==> config.mk <==
export PLATFORM = sky130hd
export DESIGN_NAME = spu_sm_seq_flat
export DESIGN_NICKNAME = d
export VERILOG_FILES = /design/src/rtl/spu_sm_seq_if.sv /design/src/rtl/spu_sm_seq.sv /design/src/flat_wrapper.sv
export SDC_FILE = /design/constraint.sdc
export NUM_CORES = 1
export LEC_CHECK = 0
export BUFFER_PORTS_ARGS = -buffer_cell sky130_fd_sc_hd__buf_2
export CAP_MARGIN = 10
export CORE_MARGIN = 3
export CORE_UTILIZATION = 51
export CTS_CLUSTER_DIAMETER = 80
export DETAILED_ROUTE_END_ITERATION = 10
export PLACE_DENSITY_LB_ADDON = 0.12
export SLEW_MARGIN = 30
export SYNTH_ARGS = -nofsm -noshare
export SYNTH_HDL_FRONTEND = slang
export SYNTH_SLANG_ARGS = --single-unit
==> constraint.sdc <==
create_clock -name core_clk -period 5.7 [get_ports core_clk]
set_input_delay 1.14 -clock core_clk [delete_from_list [all_inputs] [get_ports core_clk]]
set_output_delay 1.14 -clock core_clk [all_outputs]
set_load 0.1 [all_outputs]
==> src/rtl/spu_sm_seq_if.sv <==
// Bus between the softmax sequencer and its lbuf / multi-lane datapath partners.
interface spu_sm_seq_if #(
  parameter int ADDR_WIDTH = 12,
  parameter int LANES      = 4,
  parameter int DATA_WIDTH = 32
);
  logic                  sm_lbuf_ren;
  logic [ADDR_WIDTH-1:0] sm_lbuf_raddr;
  logic [DATA_WIDTH-1:0] sm_lbuf_rdata;
  logic                  sm_lbuf_wen;
  logic [ADDR_WIDTH-1:0] sm_lbuf_waddr;
  logic [DATA_WIDTH-1:0] sm_lbuf_wdata;
  logic [1:0]            dp_pass;
  logic                  dp_first;
  logic                  dp_valid;
  logic [DATA_WIDTH-1:0] dp_data;
  logic [LANES-1:0]      dp_mask;
  logic                  dp_reci_start;
  logic                  dp_reci_done;
  logic [DATA_WIDTH-1:0] dp_wdata;

  modport master (
    output sm_lbuf_ren, sm_lbuf_raddr, sm_lbuf_wen, sm_lbuf_waddr, sm_lbuf_wdata,
    output dp_pass, dp_first, dp_valid, dp_data, dp_mask, dp_reci_start,
    input  sm_lbuf_rdata, dp_reci_done, dp_wdata
  );

  modport slave (
    input  sm_lbuf_ren, sm_lbuf_raddr, sm_lbuf_wen, sm_lbuf_waddr, sm_lbuf_wdata,
    input  dp_pass, dp_first, dp_valid, dp_data, dp_mask, dp_reci_start,
    output sm_lbuf_rdata, dp_reci_done, dp_wdata
  );
endinterface

==> src/rtl/spu_sm_seq.sv <==
// Row-wise softmax sequencer: generates lbuf addresses and walks each row through
// the MAX, EXP_A, RECI and EXP_B passes of an external multi-lane datapath.
module spu_sm_seq #(
  parameter int ADDR_WIDTH = 12,
  parameter int LANES      = 4,
  parameter int DATA_WIDTH = 32,
  parameter int RLATENCY   = 1,
  parameter int EXP_LAT    = 3,
  parameter int MUL_LAT    = 1
) (
  input  logic                  core_clk,
  input  logic                  rst_n,
  input  logic                  sm_start,
  input  logic                  sm_abort,
  output logic                  sm_busy,
  output logic                  sm_end,
  output logic                  sm_cfg_err,
  input  logic [ADDR_WIDTH-1:0] spu_matrix_y,
  input  logic [ADDR_WIDTH-1:0] spu_matrix_x,
  input  logic [ADDR_WIDTH-1:0] im_base_addr,
  input  logic [ADDR_WIDTH-1:0] om_base_addr,
  input  logic [ADDR_WIDTH-1:0] ifm_addr_align,
  input  logic [ADDR_WIDTH-1:0] ofm_addr_align,
  spu_sm_seq_if.master          bus
);
  localparam int CW = ADDR_WIDTH + 2;
  localparam int LG = $clog2(LANES);
  localparam logic [ADDR_WIDTH-1:0] LMASK = ADDR_WIDTH'(LANES - 1);
  localparam logic [CW-1:0] RL  = CW'(RLATENCY);
  localparam logic [CW-1:0] EL  = CW'(EXP_LAT);
  localparam logic [CW-1:0] ML  = CW'(MUL_LAT);
  localparam logic [CW-1:0] ONE = CW'(1);

  localparam logic [2:0] S_IDLE = 3'd0;
  localparam logic [2:0] S_MAX  = 3'd1;
  localparam logic [2:0] S_EXPA = 3'd2;
  localparam logic [2:0] S_RECI = 3'd3;
  localparam logic [2:0] S_EXPB = 3'd4;
  localparam logic [2:0] S_ERR  = 3'd5;

  logic [2:0]            state;
  logic [CW-1:0]         cnt;
  logic [ADDR_WIDTH-1:0] x_q, y_q, ia_q, oa_q, row, im_row, om_row;
  logic                  reci_start;
  logic [ADDR_WIDTH-1:0] rem, words;
  logic [CW-1:0]         wc, wr_lat, pass_last, beat, wr_idx;
  logic                  rd_pass, wr_pass, cfg_bad;
  logic                  ren, dvld, wen;

  function automatic logic [LANES-1:0] lane_mask(input logic [ADDR_WIDTH-1:0] n);
    logic [LANES-1:0] m;
    for (int i = 0; i < LANES; i++) m[i] = (ADDR_WIDTH'(i) < n);
    return m;
  endfunction

  assign cfg_bad = (spu_matrix_x == '0) || (spu_matrix_y == '0);
  assign rem     = x_q & LMASK;
  assign words   = (x_q >> LG) + ADDR_WIDTH'(rem != '0);
  assign wc      = {2'b00, words};
  assign rd_pass = (state == S_MAX) || (state == S_EXPA) || (state == S_EXPB);
  assign wr_pass = (state == S_EXPA) || (state == S_EXPB);
  assign wr_lat  = (state == S_EXPA) ? EL : ML;
  assign beat    = cnt - RL;
  assign wr_idx  = cnt - RL - wr_lat;

  // Every pass is timed by one cycle counter; read, datapath and write windows
  // are fixed offsets from state entry.
  assign ren  = rd_pass && (cnt < wc);
  assign dvld = rd_pass && (cnt >= RL) && (cnt < wc + RL);
  assign wen  = wr_pass && (cnt >= RL + wr_lat) && (cnt < wc + RL + wr_lat);

  always_comb begin
    case (state)
      S_MAX:   pass_last = wc + RL - ONE;
      S_EXPA:  pass_last = wc + RL + EL - ONE;
      S_EXPB:  pass_last = wc + RL + ML - ONE;
      default: pass_last = '0;
    endcase
  end

  always_comb begin
    bus.sm_lbuf_ren   = ren;
    bus.sm_lbuf_raddr = '0;
    if (ren) bus.sm_lbuf_raddr = ((state == S_EXPB) ? om_row : im_row) + ADDR_WIDTH'(cnt);
    bus.dp_valid      = dvld;
    bus.dp_first      = dvld && (cnt == RL);
    bus.dp_mask       = '0;
    if (dvld) bus.dp_mask = ((beat == wc - ONE) && (rem != '0)) ? lane_mask(rem) : '1;
    bus.sm_lbuf_wen   = wen;
    bus.sm_lbuf_waddr = '0;
    if (wen) bus.sm_lbuf_waddr = om_row + ADDR_WIDTH'(wr_idx);
    case (state)
      S_EXPA:  bus.dp_pass = 2'd1;
      S_RECI:  bus.dp_pass = 2'd2;
      S_EXPB:  bus.dp_pass = 2'd3;
      default: bus.dp_pass = 2'd0;
    endcase
  end

  assign bus.dp_reci_start = reci_start;
  assign bus.dp_data       = bus.sm_lbuf_rdata;
  assign bus.sm_lbuf_wdata = bus.dp_wdata;

  always_ff @(posedge core_clk or negedge rst_n) begin
    if (!rst_n) begin
      state      <= S_IDLE;
      cnt        <= '0;
      x_q        <= '0;
      y_q        <= '0;
      ia_q       <= '0;
      oa_q       <= '0;
      row        <= '0;
      im_row     <= '0;
      om_row     <= '0;
      sm_busy    <= 1'b0;
      sm_end     <= 1'b0;
      sm_cfg_err <= 1'b0;
      reci_start <= 1'b0;
    end else begin
      sm_end     <= 1'b0;
      reci_start <= 1'b0;
      if (sm_abort && (state != S_IDLE)) begin
        state   <= S_IDLE;
        cnt     <= '0;
        sm_busy <= 1'b0;
      end else begin
        case (state)
          S_IDLE: begin
            if (sm_start && !sm_abort) begin
              x_q        <= spu_matrix_x;
              y_q        <= spu_matrix_y;
              ia_q       <= ifm_addr_align;
              oa_q       <= ofm_addr_align;
              im_row     <= im_base_addr;
              om_row     <= om_base_addr;
              row        <= '0;
              cnt        <= '0;
              sm_busy    <= 1'b1;
              sm_cfg_err <= cfg_bad;
              state      <= cfg_bad ? S_ERR : S_MAX;
            end
          end
          S_ERR: begin
            state   <= S_IDLE;
            sm_busy <= 1'b0;
            sm_end  <= 1'b1;
          end
          S_MAX: begin
            if (cnt == pass_last) begin
              state <= S_EXPA;
              cnt   <= '0;
            end else cnt <= cnt + ONE;
          end
          S_EXPA: begin
            if (cnt == pass_last) begin
              state      <= S_RECI;
              cnt        <= '0;
              reci_start <= 1'b1;
            end else cnt <= cnt + ONE;
          end
          S_RECI: begin
            if (bus.dp_reci_done) begin
              state <= S_EXPB;
              cnt   <= '0;
            end
          end
          S_EXPB: begin
            if (cnt == pass_last) begin
              cnt <= '0;
              if (row == y_q - ADDR_WIDTH'(1)) begin
                state   <= S_IDLE;
                sm_busy <= 1'b0;
                sm_end  <= 1'b1;
              end else begin
                row    <= row + ADDR_WIDTH'(1);
                im_row <= im_row + ia_q;
                om_row <= om_row + oa_q;
                state  <= S_MAX;
              end
            end else cnt <= cnt + ONE;
          end
          default: state <= S_IDLE;
        endcase
      end
    end
  end
endmodule
==> src/flat_wrapper.sv <==
// flat-port wrapper written by rule: the top's interface ports become plain ports
module spu_sm_seq_flat 
#(
  parameter int ADDR_WIDTH = 12,
  parameter int LANES      = 4,
  parameter int DATA_WIDTH = 32,
  parameter int RLATENCY   = 1,
  parameter int EXP_LAT    = 3,
  parameter int MUL_LAT    = 1
)
  (core_clk, rst_n, sm_start, sm_abort, sm_busy, sm_end, sm_cfg_err, spu_matrix_y, spu_matrix_x, im_base_addr, om_base_addr, ifm_addr_align, ofm_addr_align, bus_sm_lbuf_ren, bus_sm_lbuf_raddr, bus_sm_lbuf_wen, bus_sm_lbuf_waddr, bus_sm_lbuf_wdata, bus_dp_pass, bus_dp_first, bus_dp_valid, bus_dp_data, bus_dp_mask, bus_dp_reci_start, bus_sm_lbuf_rdata, bus_dp_reci_done, bus_dp_wdata);
  spu_sm_seq_if #(.ADDR_WIDTH(ADDR_WIDTH), .LANES(LANES), .DATA_WIDTH(DATA_WIDTH)) bus_i ();
  input  logic core_clk;
  input  logic rst_n;
  input  logic sm_start;
  input  logic sm_abort;
  output logic sm_busy;
  output logic sm_end;
  output logic sm_cfg_err;
  input  logic [ADDR_WIDTH-1:0] spu_matrix_y;
  input  logic [ADDR_WIDTH-1:0] spu_matrix_x;
  input  logic [ADDR_WIDTH-1:0] im_base_addr;
  input  logic [ADDR_WIDTH-1:0] om_base_addr;
  input  logic [ADDR_WIDTH-1:0] ifm_addr_align;
  input  logic [ADDR_WIDTH-1:0] ofm_addr_align;
  output wire logic [$bits(bus_i.sm_lbuf_ren)-1:0] bus_sm_lbuf_ren;
  output wire logic [$bits(bus_i.sm_lbuf_raddr)-1:0] bus_sm_lbuf_raddr;
  output wire logic [$bits(bus_i.sm_lbuf_wen)-1:0] bus_sm_lbuf_wen;
  output wire logic [$bits(bus_i.sm_lbuf_waddr)-1:0] bus_sm_lbuf_waddr;
  output wire logic [$bits(bus_i.sm_lbuf_wdata)-1:0] bus_sm_lbuf_wdata;
  output wire logic [$bits(bus_i.dp_pass)-1:0] bus_dp_pass;
  output wire logic [$bits(bus_i.dp_first)-1:0] bus_dp_first;
  output wire logic [$bits(bus_i.dp_valid)-1:0] bus_dp_valid;
  output wire logic [$bits(bus_i.dp_data)-1:0] bus_dp_data;
  output wire logic [$bits(bus_i.dp_mask)-1:0] bus_dp_mask;
  output wire logic [$bits(bus_i.dp_reci_start)-1:0] bus_dp_reci_start;
  input wire logic [$bits(bus_i.sm_lbuf_rdata)-1:0] bus_sm_lbuf_rdata;
  input wire logic [$bits(bus_i.dp_reci_done)-1:0] bus_dp_reci_done;
  input wire logic [$bits(bus_i.dp_wdata)-1:0] bus_dp_wdata;
  assign bus_sm_lbuf_ren = bus_i.sm_lbuf_ren;
  assign bus_sm_lbuf_raddr = bus_i.sm_lbuf_raddr;
  assign bus_sm_lbuf_wen = bus_i.sm_lbuf_wen;
  assign bus_sm_lbuf_waddr = bus_i.sm_lbuf_waddr;
  assign bus_sm_lbuf_wdata = bus_i.sm_lbuf_wdata;
  assign bus_dp_pass = bus_i.dp_pass;
  assign bus_dp_first = bus_i.dp_first;
  assign bus_dp_valid = bus_i.dp_valid;
  assign bus_dp_data = bus_i.dp_data;
  assign bus_dp_mask = bus_i.dp_mask;
  assign bus_dp_reci_start = bus_i.dp_reci_start;
  assign bus_i.sm_lbuf_rdata = bus_sm_lbuf_rdata;
  assign bus_i.dp_reci_done = bus_dp_reci_done;
  assign bus_i.dp_wdata = bus_dp_wdata;
  spu_sm_seq #(.ADDR_WIDTH(ADDR_WIDTH), .LANES(LANES), .DATA_WIDTH(DATA_WIDTH), .RLATENCY(RLATENCY), .EXP_LAT(EXP_LAT), .MUL_LAT(MUL_LAT)) u_core (.core_clk(core_clk), .rst_n(rst_n), .sm_start(sm_start), .sm_abort(sm_abort), .sm_busy(sm_busy), .sm_end(sm_end), .sm_cfg_err(sm_cfg_err), .spu_matrix_y(spu_matrix_y), .spu_matrix_x(spu_matrix_x), .im_base_addr(im_base_addr), .om_base_addr(om_base_addr), .ifm_addr_align(ifm_addr_align), .ofm_addr_align(ofm_addr_align), .bus(bus_i));
endmodule
==> results.py <==
metrics = {
    "grt": {
        "met3_usage_pct": 3.28,
        "overflow": 0,
        "antenna_found_initial": 0,
        "grt_usage_pct": 26.8,
        "use_met2_pct": 42.2,
        "grt_pass1_wl_um": 51700,
        "grtUsageMet1_pct": 37.9,
        "grt_max_degree": 51,
        "grt_pass1_vias": 9786,
        "grt_busiest_layer": "met2",
    },
    "place": {
        "hpwl_um": 24600,
        "gp_congestion": 0.945,
        "place_area_sq_mm": 0.0123,
        "io_buffer_count": 114,
    },
    "clock_network": {
        "clkTransAtPathRegs_ns": 0.07,
        "cts_buffers": 9,
        "cts_root_buffer": "clkbuf_16",
        "cts_tree": "yes",
        "clock_path_buffers": 2,
        "insertion_delay_ns": 0.36,
        "cts-htree-levels": 3,
        "clock-sinks": 105,
    },
    "synthesis": {
        "syn_area_sq_mm": 0.0110,
        "postSynthCellCount": 1383,
        "ys_ff_latch": 105,
        "synth-edff-count": 0,
        "postSynth.asyncResetShare_pct": 100,
        "synth_seq_area_share_pct": 23.8,
        "synthTopCellsByArea": "dfrtp_1 (24%), ha_1 (12%), xnor2_1 (5.5%)",
        "syn_avg_cell_area_sq_um": 7.97,
        "yosys.area.top_type": "dfrtp_1",
        "ys_warn_count": 0,
        "ys_types": 84,
        "ys.flop_type": "dfrtp_1",
        "synth.top_cell.area_share_pct": 23.8,
    },
    "timing": {
        "drv_slew": 0,
        "rsz0062_at_grt": "yes",
        "fin_crit_ns": 5.81,
        "max_freq_mhz": 172,
        "holdWs_ns": 0.483,
        "relSlewSlack_pct": 42.0,
        "skew_ns": 0.00656,
        "worst_pin_slew_ns": 0.868,
        "fin_crit_sh_pct": 102,
        "setup_tns_ns": -1.09,
        "hold_violations": 0,
        "setup_viol": 18,
        "layout_setup_ws_ns": -0.115,
    },
    "hold_path": {
        "worstHoldStart": "u_core.ia_q[7]",
        "min_path_cells": 2,
        "hold_path.class": "reg -> reg",
        "holdPathEnd": "u_core.ia_q[7]",
    },
    "drt": {
        "remaining_drc_errors": 0,
        "post_drt_wl_per_cell_um": 18.5,
        "via_per_inst": 5.91,
        "routed_wl_um": 32000,
        "ant_nets": 0,
        "vias": 10200,
        "firstDrtPassIters": 5,
        "first_iter_violations": 686,
    },
    "floorplanning": {
        "num_rows": 53,
        "die-area_sq_mm": 0.0234,
        "ios": 243,
        "die_y_um": 153,
        "coreArea_sq_mm": 0.0212,
        "initial_core_util_pct": 52.1,
        "die_w_um": 153,
    },
    "power": {
        "ir_drop_v": 0.000364,
        "p_total_mw": 9.26,
        "power.share.clock_pct": 7.0,
        "power_density_mw_per_mm2": 713,
        "share_comb_of_total_power_pct": 78.9,
        "seqPwrFrac_pct": 14.2,
        "switching_share_pct": 53.2,
        "p_leak_nw": 5.82,
        "internal_power_mw": 4.34,
        "switchingPower_mw": 4.93,
    },
    "final_layout": {
        "syn_to_final_growth_pct": 17.8,
        "drive_above_1_share_pct": 21.3,
        "antenna_cells": 0,
        "fin_nets": 1700,
        "fin_area_sq_mm": 0.0130,
        "fill_cells": 1896,
    },
    "worst_setup_path": {
        "crit_path_frequent_cell": "o21a_1",
        "r2r_end": "u_core.cnt[8]",
        "critical-path-max-stage-delay_ns": 0.38,
        "critical-path-top-delay-family": "compound AO/OA/AOI/OAI gates",
        "cp.depth": 23,
        "worstSetupPathType": "reg -> out",
        "cp_slowest_cell": "dfrtp_1",
        "cp_cell_sequence": "or2_4 -> ha_4 -> ha_4 -> inv_4 -> ha_4 -> ha_4 -> xor2_2 -> ha_1 -> nor2b_4 -> o21a_1 -> o21a_1 -> o21a_1 -> o21a_1 -> o21a_1 -> o21a_1 -> o21ai_1 -> nand2b_1 -> a21oi_2 -> o211ai_1 -> clkbuf_16 -> buf_4 -> nor2_4 -> buf_12",
        "path_buf_inv": 4,
        "cp-end-kind": "output pin",
        "critPathMaxFanout": 6,
        "r2r_cells": 21,
        "startpoint_type": "flop",
        "cp.arrival_ns": 4.67,
        "cp_data_required_time_ns": 4.56,
        "r2r-start": "u_core.x_q[1]",
        "worst-r2r-setup-slack_ns": 0.57,
    },
    "outcome": {
        "status": "finished, violations left",
        "failed_checks": "negative setup slack",
    },
    "job": {
        "cap_violations": 0,
    },
}
-- worst reg2reg max path: cells and delay by family, from the launching register on --
kind,cells,cell delay [ns]
XOR/XNOR,2,0.33
buffers and inverters,4,0.81
AND/OR/NAND/NOR,7,1.82
adder cells (fa/ha/maj),4,0.85
AO/OA/AOI/OAI,3,0.65
flip-flops,1,0.38
multiplexers,1,0.17
-- cell usage after synthesis, types with 9 or more instances --
library cell,instances
inv_1,89
or3_1,16
nand4_1,9
a31oi_1,29
and3_1,16
a21o_1,21
clkbuf_1,52
nand2_1,150
o22a_1,28
ha_1,102
nor3_1,35
o21ai_0,68
buf_2,9
nor4_1,18
mux2i_1,10
nor2b_1,18
buf_4,65
xnor2_1,69
xor2_1,43
nand3_1,45
nor2_1,104
o21a_1,23
dfrtp_1,105
a21oi_1,57
nand2b_1,21
mux2_2,22
-- state kept, by name, indices dropped and copies added, names as in the netlist, 12 cells and up --
| name | count |
|---|---|
| u_core.cnt | 14 |
| u_core.ia_q | 12 |
| u_core.im_row | 12 |
| u_core.oa_q | 12 |
| u_core.om_row | 12 |
| u_core.row | 12 |
| u_core.x_q | 12 |
| u_core.y_q | 12 |
-- cell type report --
class | count | area [sq um] | share of cell area (%)
inverters | 91 | 358 | 2.76
well taps | 275 | 344 | 2.65
clock inverters | 5 | 62.6 | 0.482
clock buffers | 11 | 233 | 1.79
repair buffers | 189 | 1640 | 12.7
flip-flops and latches | 105 | 2630 | 20.2
multi-input cells | 1056 | 7720 | 59.4
-- power groups by stage --
stage	registers, mW	clock network, mW	logic [mW]
final	1.31	0.647	7.31
after global routing	1.35	0.686	7.94
after global placement	1.31	0	6.71
after floorplan	1.23	0	5.27
after CTS	1.31	0.658	7.06
after detailed placement	1.32	0	6.78
-- stage by stage --
step / setup WS [ns] / utilization [%] / instances
floorplan: -0.724 / - / 1385
global placement: 0.110 / 58.2 / 1694
detailed placement: 0.0327 / 58.3 / 1695
CTS: -0.163 / 60.7 / 1725
global route: -0.304 / 61.4 / 1732
finish: -0.115 / 61.4 / 1732
-- worst max path at each step --
| stage | from | end | slack [ns] |
|---|---|---|---|
| after floorplan | u_core.x_q[0] | bus_sm_lbuf_raddr[2] | -0.72 |
| after CTS | u_core.x_q[1] | bus_sm_lbuf_waddr[2] | -0.16 |
| after detailed placement | u_core.x_q[0] | bus_dp_mask[2] | 0.03 |
| after global placement | u_core.x_q[0] | bus_sm_lbuf_waddr[2] | 0.11 |
| after global routing | u_core.x_q[1] | bus_sm_lbuf_waddr[2] | -0.30 |
| final | u_core.x_q[1] | bus_sm_lbuf_waddr[8] | -0.11 |
-- layer usage --
layer  vias up  wire [um]  share of wire, %
met1      4911      14600                46
met3        63       1590               5.0
met2       295      14700                46
met4         0       1090               3.4
li1       4963          -                 -
met5         -          0                 0
-- timing repair --
action | in CTS | in global routing
setup buffers | 13 | 9
pin swaps | 16 | 15
endpoints found under the setup margin | 22 | 32
hold buffers | 0 | 0
gates resized for setup | 24 | 22
cloned | 1 | 0
-- layout by cell type (no fill, tap or decap), types with 45 or more instances in the layout --
master / n
a21oi_1: 52
buf_2: 82
dfrtp_1: 105
xnor2_1: 69
ha_1: 94
inv_1: 84
buf_4: 73
nand3_1: 45
nand2_1: 148
nor2_1: 80
o21ai_0: 63
-- cells by family after synthesis --
group / after synthesis / share of synthesized area [%]
compound gates: 316 / 19.5
xor+xnor: 113 / 9.11
flops: 105 / 23.8
mux: 32 / 3.16
simple gates: 483 / 21.7
fa+ha+maj: 109 / 12.7
buf+inv: 224 / 10.1
other cells: 1 / 0.0340
No activity file was read; power rests on OpenSTA's default activity.
